<file path="config.mk">
export PLATFORM = sky130hd
export DESIGN_NAME = fb_write_stage_flat
export DESIGN_NICKNAME = d
export VERILOG_FILES = /design/src/rtl/fb_write_if.sv /design/src/rtl/fb_write_stage.sv /design/src/flat_wrapper.sv
export SDC_FILE = /design/constraint.sdc
export NUM_CORES = 1
export LEC_CHECK = 0
export CAP_MARGIN = 0
export CORE_ASPECT_RATIO = 1.1
export CORE_MARGIN = 3
export CORE_UTILIZATION = 65
export CTS_CLUSTER_DIAMETER = 100
export DETAILED_ROUTE_END_ITERATION = 10
export PLACE_DENSITY = 0.82
export SYNTH_ARGS = -nofsm -noshare
export SYNTH_HDL_FRONTEND = slang
export SYNTH_SLANG_ARGS = --single-unit
</file>
<file path="constraint.sdc">
create_clock -name clk_clk -period 10.4 [get_ports clk_clk]
set_clock_uncertainty 0.1 [all_clocks]
set_input_delay 1.04 -clock clk_clk [delete_from_list [all_inputs] [get_ports clk_clk]]
set_output_delay 1.04 -clock clk_clk [all_outputs]
set_load 0.01 [all_outputs]
</file>
<file path="src/rtl/fb_write_if.sv">
// Pixel-write and SRAM-side signal bundle for fb_write_stage.
// master = copy engine / SRAM arbiter side, slave = fb_write_stage.
interface fb_write_if;
    logic [9:0]  program_x;
    logic [9:0]  program_y;
    logic [15:0] program_data;
    logic        program_write;
    logic        fb_sel;
    logic        sram_grant;
    logic        ovf_clear;
    logic [19:0] sram_addr;
    logic [15:0] sram_dq_out;
    logic        sram_dq_oe;
    logic        sram_we_n;
    logic        sram_ce_n;
    logic        fifo_full;
    logic        overflow;
    logic        busy;

    modport master (
        output program_x, program_y, program_data, program_write,
        output fb_sel, sram_grant, ovf_clear,
        input  sram_addr, sram_dq_out, sram_dq_oe, sram_we_n, sram_ce_n,
        input  fifo_full, overflow, busy
    );

    modport slave (
        input  program_x, program_y, program_data, program_write,
        input  fb_sel, sram_grant, ovf_clear,
        output sram_addr, sram_dq_out, sram_dq_oe, sram_we_n, sram_ce_n,
        output fifo_full, overflow, busy
    );
endinterface

</file>
<file path="src/rtl/fb_write_stage.sv">
// Frame-buffer write stage: queues pixel writes in a FIFO and replays them as
// 3-cycle SRAM write cycles. Define FB_TRANSPARENCY_EN to drop 16'hF81F pixels.
module fb_write_stage #(
    parameter int FIFO_DEPTH = 8,
    parameter int FB_WIDTH   = 640,
    parameter int FB_HEIGHT  = 480
) (
    input  logic       clk_clk,
    input  logic       reset_reset_n,
    fb_write_if.slave  bus
);

    localparam int PTR_W = $clog2(FIFO_DEPTH);
    localparam int CNT_W = $clog2(FIFO_DEPTH) + 1;

    localparam logic [CNT_W-1:0] DEPTH_C   = CNT_W'(FIFO_DEPTH);
    localparam logic [CNT_W-1:0] CNT_ZERO  = {CNT_W{1'b0}};
    localparam logic [CNT_W-1:0] CNT_ONE   = CNT_W'(1);
    localparam logic [PTR_W-1:0] PTR_ONE   = PTR_W'(1);
    localparam logic [PTR_W-1:0] PTR_ZERO  = {PTR_W{1'b0}};
    localparam logic [10:0]      X_LIM     = 11'(FB_WIDTH);
    localparam logic [10:0]      Y_LIM     = 11'(FB_HEIGHT);
    localparam logic [18:0]      STRIDE    = 19'(FB_WIDTH);

    localparam logic [1:0] ST_IDLE  = 2'd0;
    localparam logic [1:0] ST_SETUP = 2'd1;
    localparam logic [1:0] ST_WRITE = 2'd2;
    localparam logic [1:0] ST_HOLD  = 2'd3;

    typedef struct packed {
        logic        fb;
        logic [9:0]  x;
        logic [9:0]  y;
        logic [15:0] data;
    } entry_t;

    localparam entry_t ENTRY_ZERO = entry_t'({$bits(entry_t){1'b0}});

    logic [1:0]       state_q, state_d;
    logic [CNT_W-1:0] count_q, count_d;
    logic [PTR_W-1:0] wr_ptr_q, wr_ptr_d;
    logic [PTR_W-1:0] rd_ptr_q, rd_ptr_d;
    entry_t           mem_q [FIFO_DEPTH];
    entry_t           mem_d [FIFO_DEPTH];
    logic             overflow_q, overflow_d;
    logic [19:0]      sram_addr_q, sram_addr_d;
    logic [15:0]      sram_dq_out_q, sram_dq_out_d;
    logic             sram_we_n_q, sram_we_n_d;
    logic             sram_ce_n_q, sram_ce_n_d;
    logic             sram_dq_oe_q, sram_dq_oe_d;
    logic             fifo_full_q, fifo_full_d;
    logic             busy_q, busy_d;

    logic             in_range_s;
    logic             transparent_s;
    logic             push_req_s;
    logic             push_s;
    logic             drop_s;
    logic             pop_s;
    logic             full_s;
    logic             empty_s;
    entry_t           head_s;
    logic [18:0]      lin_addr_s;

    // Input qualification, FIFO push/pop decisions and the linear address of the head entry.
    always_comb begin
        in_range_s = ({1'b0, bus.program_x} < X_LIM) && ({1'b0, bus.program_y} < Y_LIM);
`ifdef FB_TRANSPARENCY_EN
        transparent_s = (bus.program_data == 16'hF81F);
`else
        transparent_s = 1'b0;
`endif
        push_req_s = bus.program_write && in_range_s && !transparent_s;
        full_s     = (count_q == DEPTH_C);
        empty_s    = (count_q == CNT_ZERO);
        // Full is judged before the edge, so a same-cycle pop never rescues a push.
        push_s     = push_req_s && !full_s;
        drop_s     = push_req_s && full_s;
        pop_s      = !empty_s && bus.sram_grant &&
                     ((state_q == ST_IDLE) || (state_q == ST_HOLD));
        head_s     = mem_q[rd_ptr_q];
        lin_addr_s = 19'(head_s.y) * STRIDE + 19'(head_s.x);
    end

    // SRAM cycle sequencer.
    always_comb begin
        state_d = state_q;
        case (state_q)
            ST_IDLE: begin
                if (pop_s) begin
                    state_d = ST_SETUP;
                end else begin
                    state_d = ST_IDLE;
                end
            end
            ST_SETUP: state_d = ST_WRITE;
            ST_WRITE: state_d = ST_HOLD;
            ST_HOLD: begin
                if (pop_s) begin
                    state_d = ST_SETUP;
                end else begin
                    state_d = ST_IDLE;
                end
            end
            default: state_d = ST_IDLE;
        endcase
    end

    // FIFO storage, pointers and occupancy.
    always_comb begin
        mem_d    = mem_q;
        wr_ptr_d = wr_ptr_q;
        rd_ptr_d = rd_ptr_q;
        count_d  = count_q;
        if (push_s) begin
            mem_d[wr_ptr_q] = '{fb: bus.fb_sel, x: bus.program_x,
                                y: bus.program_y, data: bus.program_data};
            wr_ptr_d        = wr_ptr_q + PTR_ONE;
        end else begin
            wr_ptr_d = wr_ptr_q;
        end
        if (pop_s) begin
            rd_ptr_d = rd_ptr_q + PTR_ONE;
        end else begin
            rd_ptr_d = rd_ptr_q;
        end
        case ({push_s, pop_s})
            2'b10:   count_d = count_q + CNT_ONE;
            2'b01:   count_d = count_q - CNT_ONE;
            default: count_d = count_q;
        endcase
    end

    // Sticky overflow (a drop beats a simultaneous clear) and registered SRAM/status outputs.
    always_comb begin
        overflow_d    = overflow_q;
        sram_addr_d   = sram_addr_q;
        sram_dq_out_d = sram_dq_out_q;
        if (drop_s) begin
            overflow_d = 1'b1;
        end else if (bus.ovf_clear) begin
            overflow_d = 1'b0;
        end else begin
            overflow_d = overflow_q;
        end
        if (pop_s) begin
            sram_addr_d   = {head_s.fb, lin_addr_s};
            sram_dq_out_d = head_s.data;
        end else begin
            sram_addr_d   = sram_addr_q;
            sram_dq_out_d = sram_dq_out_q;
        end
        sram_we_n_d  = (state_d != ST_WRITE);
        sram_ce_n_d  = (state_d == ST_IDLE);
        sram_dq_oe_d = (state_d != ST_IDLE);
        fifo_full_d  = (count_d == DEPTH_C);
        busy_d       = (count_d != CNT_ZERO) || (state_d != ST_IDLE);
    end

    // State registers; reset forces the SRAM bus idle immediately.
    always_ff @(posedge clk_clk or negedge reset_reset_n) begin
        if (!reset_reset_n) begin
            state_q       <= ST_IDLE;
            count_q       <= CNT_ZERO;
            wr_ptr_q      <= PTR_ZERO;
            rd_ptr_q      <= PTR_ZERO;
            overflow_q    <= 1'b0;
            sram_addr_q   <= 20'h00000;
            sram_dq_out_q <= 16'h0000;
            sram_we_n_q   <= 1'b1;
            sram_ce_n_q   <= 1'b1;
            sram_dq_oe_q  <= 1'b0;
            fifo_full_q   <= 1'b0;
            busy_q        <= 1'b0;
            for (int i = 0; i < FIFO_DEPTH; i++) begin
                mem_q[i] <= ENTRY_ZERO;
            end
        end else begin
            state_q       <= state_d;
            count_q       <= count_d;
            wr_ptr_q      <= wr_ptr_d;
            rd_ptr_q      <= rd_ptr_d;
            overflow_q    <= overflow_d;
            sram_addr_q   <= sram_addr_d;
            sram_dq_out_q <= sram_dq_out_d;
            sram_we_n_q   <= sram_we_n_d;
            sram_ce_n_q   <= sram_ce_n_d;
            sram_dq_oe_q  <= sram_dq_oe_d;
            fifo_full_q   <= fifo_full_d;
            busy_q        <= busy_d;
            for (int i = 0; i < FIFO_DEPTH; i++) begin
                mem_q[i] <= mem_d[i];
            end
        end
    end

    assign bus.sram_addr   = sram_addr_q;
    assign bus.sram_dq_out = sram_dq_out_q;
    assign bus.sram_we_n   = sram_we_n_q;
    assign bus.sram_ce_n   = sram_ce_n_q;
    assign bus.sram_dq_oe  = sram_dq_oe_q;
    assign bus.fifo_full   = fifo_full_q;
    assign bus.overflow    = overflow_q;
    assign bus.busy        = busy_q;

endmodule

</file>
<file path="src/flat_wrapper.sv">
// flat-port wrapper written by rule: the top's interface ports become plain ports
module fb_write_stage_flat 
#(
    parameter int FIFO_DEPTH = 8,
    parameter int FB_WIDTH   = 640,
    parameter int FB_HEIGHT  = 480
)
  (clk_clk, reset_reset_n, bus_program_x, bus_program_y, bus_program_data, bus_program_write, bus_fb_sel, bus_sram_grant, bus_ovf_clear, bus_sram_addr, bus_sram_dq_out, bus_sram_dq_oe, bus_sram_we_n, bus_sram_ce_n, bus_fifo_full, bus_overflow, bus_busy);
  fb_write_if bus_i ();
  input  logic clk_clk;
  input  logic reset_reset_n;
  input wire logic [$bits(bus_i.program_x)-1:0] bus_program_x;
  input wire logic [$bits(bus_i.program_y)-1:0] bus_program_y;
  input wire logic [$bits(bus_i.program_data)-1:0] bus_program_data;
  input wire logic [$bits(bus_i.program_write)-1:0] bus_program_write;
  input wire logic [$bits(bus_i.fb_sel)-1:0] bus_fb_sel;
  input wire logic [$bits(bus_i.sram_grant)-1:0] bus_sram_grant;
  input wire logic [$bits(bus_i.ovf_clear)-1:0] bus_ovf_clear;
  output wire logic [$bits(bus_i.sram_addr)-1:0] bus_sram_addr;
  output wire logic [$bits(bus_i.sram_dq_out)-1:0] bus_sram_dq_out;
  output wire logic [$bits(bus_i.sram_dq_oe)-1:0] bus_sram_dq_oe;
  output wire logic [$bits(bus_i.sram_we_n)-1:0] bus_sram_we_n;
  output wire logic [$bits(bus_i.sram_ce_n)-1:0] bus_sram_ce_n;
  output wire logic [$bits(bus_i.fifo_full)-1:0] bus_fifo_full;
  output wire logic [$bits(bus_i.overflow)-1:0] bus_overflow;
  output wire logic [$bits(bus_i.busy)-1:0] bus_busy;
  assign bus_i.program_x = bus_program_x;
  assign bus_i.program_y = bus_program_y;
  assign bus_i.program_data = bus_program_data;
  assign bus_i.program_write = bus_program_write;
  assign bus_i.fb_sel = bus_fb_sel;
  assign bus_i.sram_grant = bus_sram_grant;
  assign bus_i.ovf_clear = bus_ovf_clear;
  assign bus_sram_addr = bus_i.sram_addr;
  assign bus_sram_dq_out = bus_i.sram_dq_out;
  assign bus_sram_dq_oe = bus_i.sram_dq_oe;
  assign bus_sram_we_n = bus_i.sram_we_n;
  assign bus_sram_ce_n = bus_i.sram_ce_n;
  assign bus_fifo_full = bus_i.fifo_full;
  assign bus_overflow = bus_i.overflow;
  assign bus_busy = bus_i.busy;
  fb_write_stage #(.FIFO_DEPTH(FIFO_DEPTH), .FB_WIDTH(FB_WIDTH), .FB_HEIGHT(FB_HEIGHT)) u_core (.clk_clk(clk_clk), .reset_reset_n(reset_reset_n), .bus(bus_i));
endmodule
</file>
# Word level (Yosys, flattened, before mapping)
# Cells that the tools add are included.
# Widths: inputs -> output; s select.
dict set report totals {
  register_bits 350
  inputBits 42
}
dict set report op_classes {
  add_sub_neg 5
  multipliers 1
  order_cmp 5
  eq_ne 8
  muxes 11
  bitwise_logic 2
  reduce_logical 18
}
# operator count
set op_table {}
lappend op_table {{$bwmux 296} 1}
lappend op_table {{$bmux 37 s3} 1}
lappend op_table {{$demux 37 s3} 1}
lappend op_table {{$mux 37} 3}
lappend op_table {{$add 19x10->19} 1}
lappend op_table {{$mul 10x3->12 const B} 1}
lappend op_table {{$lt 10x10->1 const B} 1}
lappend op_table {{$lt 10x9->1 const B} 1}
lappend op_table {{$eq 4x4->1 const B} 2}
lappend op_table {{$ge 4x4->1 const B} 2}
lappend op_table {{$not 3->4} 2}
lappend op_table {{$pmux 4 s2} 1}
lappend op_table {{$logic_and 1x1->1} 7}
lappend op_table {{$add 3x1->3 const B} 2}
lappend op_table {{$eq 2x2->1 const B} 3}
lappend op_table {{$pmux 2 s3} 1}
lappend op_table {{$add 4x1->4 const B} 1}
lappend op_table {{$eq 2x1->1 const B} 2}
lappend op_table {{$logic_not 2->1} 2}
lappend op_table {{$logic_not 4->1} 1}
lappend op_table {{$lt 4x1->1 const B} 1}
lappend op_table {{$reduce_bool 2->1} 2}
lappend op_table {{$reduce_bool 4->1} 1}
lappend op_table {{$sub 4x1->4 const B} 1}
lappend op_table {{other kinds (5)} 9}

# Longest topological paths before layout
dict set report logic_depth {
  depth_word 8
  ltp_mapped 14
  depth_no_buf 12
}

# Worst setup path after synthesis
# Ideal clock, no wire load.
dict set report synth_path {
  path_kind {reg2reg}
  from {reg u_core.rd_ptr_q[0]}
  to {reg u_core.sram_addr_q[17], in the netlist u_core.bus.sram_addr[17]}
  setup_time_ps 95
  t_arrival_ps 3923
  t_required_ps 10205
  path_slack_ps 6282
  stages_incl_launch_ff 15
  cell_sequence {dfrtp_1 -> buf_2 -> buf_2 -> mux4_2 -> mux2i_1 -> inv_1 -> ha_1 -> ha_1 -> fa_1 -> a211oi_1 -> or2_1 -> nor4b_1 -> nor3_1 -> o31a_1 -> o31ai_1}
}
dict set report synth_via {
  elab_chain_len 6
}
# item line
set synth_rtl {}
lappend synth_rtl {{start, declared} fb_write_stage.sv:42} ;# logic [PTR_W-1:0] rd_ptr_q, rd_ptr_d;
lappend synth_rtl {{start signal, assigned} fb_write_stage.sv:182} ;# rd_ptr_q <= rd_ptr_d;
lappend synth_rtl {{$not 3->4 (not written as such) *} fb_write_stage.sv:81} ;# head_s = mem_q[rd_ptr_q];
lappend synth_rtl {{$bmux 37 s3 *} fb_write_stage.sv:81}
lappend synth_rtl {{$mux 37 (not written as such) * (2 in a row)} fb_write_stage.sv:81}
lappend synth_rtl {{$mul 10x3->12} fb_write_stage.sv:82} ;# lin_addr_s = 19'(head_s.y) * STRIDE + 19'(head_s.x);
lappend synth_rtl {{$add 19x10->19 *} fb_write_stage.sv:82}
lappend synth_rtl {{end signal, assigned} fb_write_stage.sv:184} ;# sram_addr_q <= sram_addr_d;
lappend synth_rtl {{end, declared} fb_write_stage.sv:46} ;# logic [19:0] sram_addr_q, sram_addr_d;
# Mark *: on every way between the ends. The rest lies on a longest branch, timed or not. The select of a mux whose other input is x is not followed.
# A chain may end at the register's enable or synchronous reset.

# Final worst setup path
# Same ends and word-level chain as after synthesis.

==> flow_summary.yaml <==
clocking:
  cts_setup_buffers: 0
  root_buffer: "clkbuf_16"
  h-tree-depth: 2
  post_cts_resized: 0
  cts_buffers: 36
  clock-sinks: 350
  clock_latency_ns: 0.51
  cts.clk_slew.worst_paths_ns: 0.06
  clk_path_buf_depth: 3
  cts_tree: "yes"
  cts_hold_buffers: 0
timing:
  fin_crit_sh: 0.492
  worst_hold_slack_ns: 0.376
  maxSlewViolCount: 0
  setup_violations: 0
  slew-limit-headroom: 0.340
  rsz0062_at_grt: "no"
  hold_viol: 0
  setup_tns_ns: 0
  fin_crit_ns: 5.11
  tightest_slew_ns: 0.991
  clock.fmax_mhz: 196
  finalWorstSetupSlack_ns: 5.29
yosys:
  synth-main-ff-cell: "dfrtp_1"
  synth_xor_area_frac: 0.0110
  synth_cell_type_count: 54
  syn_nets: 1119
  ys_seq_area_frac: 0.549
  synth_top_family_by_area: "multiplexers"
  synth_seq_cells: 350
  syn_area_um2: 16000
  synthArstFlopShare: 1.00
  yosysWarnings: 0
  synth-simple-area-share: 0.0335
  synthAdderAreaFrac: 0.0249
  synth_edf_count: 0
  synth_compound_area_frac: 0.0231
  synth.area.mux_share: 0.333
  synth_cells: 1047
  syn_area_per_cell_um2: 15.2
worst_setup_path:
  cp-end-kind: "flip-flop"
  crit_type: "reg -> reg"
  reg2reg_to: "u_core.bus.sram_addr[17]$_DFFE_PN0P_"
  worstPathArrival_ns: 5.42
  cp_max_fo: 41
  r2r_slack_ns: 5.29
  startpoint_type: "flip-flop"
  crit_slowest_cell: "dfrtp_4"
  path_common_cell: "ha_1"
  max_stage_delay_ns: 0.98
  r2r_cells: 12
  r2r_start: "u_core.rd_ptr_q[0]$_DFFE_PN0P_"
  crit_required_ns: 10.71
  path_cells: "buf_4 -> mux4_2 -> mux2_2 -> ha_1 -> ha_1 -> fa_1 -> a211oi_1 -> or2_1 -> nor4b_1 -> nor3_1 -> o31a_1 -> o31ai_1"
  critPathLaunch: "u_core.rd_ptr_q[0]$_DFFE_PN0P_"
grt:
  gr-total-overflow: 0
  grt_max_degree: 166
  grt_pass1_wl_mm: 52.2
  grt_usage: 0.251
  antenna_found_initial: 0
  grt_pass1_vias: 9528
floorplan:
  start_util: 0.667
  ios: 84
  core_area_um2: 23900
  row_count: 59
  die_w_um: 155
  die_h_um: 170
  die_area_um2: 26500
route:
  drc_errors: 0
  via_count: 8912
  drt-pass1-iter-count: 6
  ant_nets: 0
  wl_mm: 32.1
  drtIter0Drc: 526
  routed_via_density: 6.12
  avgRoutedWirePerCell_um: 22.1
min_path:
  hold_end: "u_core.bus.sram_dq_out[0]$_DFFE_PN0P_"
  holdPathStages: 2
  hp-start: "u_core.bus.sram_dq_out[0]$_DFFE_PN0P_"
  worst_hold_path_type: "reg -> reg"
power:
  powerDensity_nw_per_um2: 338
  seqPwrFrac: 0.381
  clkPwrFrac: 0.215
  p_sw_mw: 2.00
  ir_drop_uv: 188
  swShare: 0.325
  internal_power_mw: 4.15
  p_comb_frac: 0.404
  power.leakage_nw: 8.23
placed_design:
  dp_slack_ns: 5.24
  port-buffer-count: 83
  gp_congestion: 0.810
  place_hpwl_mm: 17.6
flow_run:
  cap_viol_max_count: 0
cells_and_area:
  final_cell_mix: "dfrtp_1 (345), mux2_2 (295), clkdlybuf4s50_1 (82)"
  antennaDiodeCount: 0
  areaGrowthSynthToFinish_pct: 14.1
  layout_commonest_cell: "dfrtp_1"
  layout-drive-gt1-share: 0.396
  final_net_count: 1195
status:
  status: "complete, no violations"
[sequential cells by signal, indices dropped and copies added, names as in the netlist]
name,flops
u_core.bus.sram_dq_oe,1
u_core.bus.sram_we_n,1
u_core.count_q,4
u_core.mem_q,296
u_core.rd_ptr_q,3
u_core.bus.sram_addr,20
u_core.state_q,2
u_core.bus.sram_ce_n,1
u_core.wr_ptr_q,3
u_core.bus.busy,1
u_core.bus.fifo_full,1
u_core.bus.overflow,1
u_core.bus.sram_dq_out,16
[worst max path at each step]
stage,endpoint
global placement,u_core.bus.sram_addr[17]$_DFFE_PN0P_
global route,u_core.bus.sram_addr[17]$_DFFE_PN0P_
floorplan,u_core.bus.sram_addr[17]$_DFFE_PN0P_
detailed placement,u_core.bus.sram_addr[17]$_DFFE_PN0P_
CTS,u_core.bus.sram_addr[17]$_DFFE_PN0P_
finish,u_core.bus.sram_addr[17]$_DFFE_PN0P_
[per-stage QoR]
stage / power [mW] / instance area, um^2 / utilization / instances
2_1_floorplan: 4.16 / 16000 / - / 1047
3_3_place_gp: 4.72 / 17000 / 0.710 / 1390
3_5_place_dp: 4.83 / 17000 / 0.710 / 1390
4_1_cts: 6.20 / 18200 / 0.761 / 1456
5_1_grt: 6.56 / 18200 / 0.761 / 1456
6_report: 6.15 / 18200 / 0.761 / 1456
[cell type report]
class	instances	area [um^2]
sequential	350	8770
multi-input combinational	619	6800
fill	1492	5710
clock buffer	51	1040
timing repair buffer	97	953
tap	305	382
clock inverter	15	193
inverter	19	71.3
[cell usage after synthesis (5+ instances only)]
cell / n / area, um^2
and2_1: 5 / 31.3
buf_1: 7 / 26.3
buf_2: 27 / 135
buf_6: 9 / 101
clkbuf_1: 14 / 52.6
dfrtp_1: 348 / 8710
ha_1: 27 / 338
inv_1: 19 / 71.3
mux2_2: 295 / 3320
mux2i_1: 28 / 280
mux4_2: 74 / 1670
nand2_1: 48 / 180
nor2_1: 11 / 41.3
nor2b_1: 7 / 43.8
o21ai_0: 43 / 215
xnor2_1: 10 / 87.6
xor2_1: 10 / 87.6
[per-layer routing]
metal  global-route usage  vias to the layer above  part of all wire
met5                    0                        -                 0
met4               0.0598                        0             0.017
met3               0.0379                       39             0.047
met2                0.418                      179              0.50
met1                0.356                     4709              0.43
li1                     -                     3985                 -
[power groups by stage]
stage               clock (mW)  sequential [mW]  combinational (mW)
global route              1.40             2.42                2.74
finish                    1.33             2.34                2.48
global placement             0             2.32                2.40
CTS                       1.35             2.34                2.51
floorplan                    0             2.20                1.96
detailed placement           0             2.35                2.48
[kinds of logic (layout without fill, tap and decap cells)]
group / Yosys count / count (layout)
AO/OA/AOI/OAI: 65 / 65
buffers and inverters: 78 / 182
flip-flops: 350 / 350
adder cells (fa/ha/maj): 30 / 30
XOR/XNOR: 20 / 20
multiplexers: 401 / 401
AND/OR/NAND/NOR: 103 / 103
[worst max-delay path: cells and delay by family, from the launching register on]
family / cells / cell delay [ns]
AOI/OAI and AO/OA: 3 / 0.83
adders and majority gates: 3 / 0.82
buffers and inverters: 1 / 0.72
DFF: 1 / 0.98
muxes: 2 / 0.90
and+or+nand+nor: 3 / 0.62
Power figures use the tool's default switching activity.
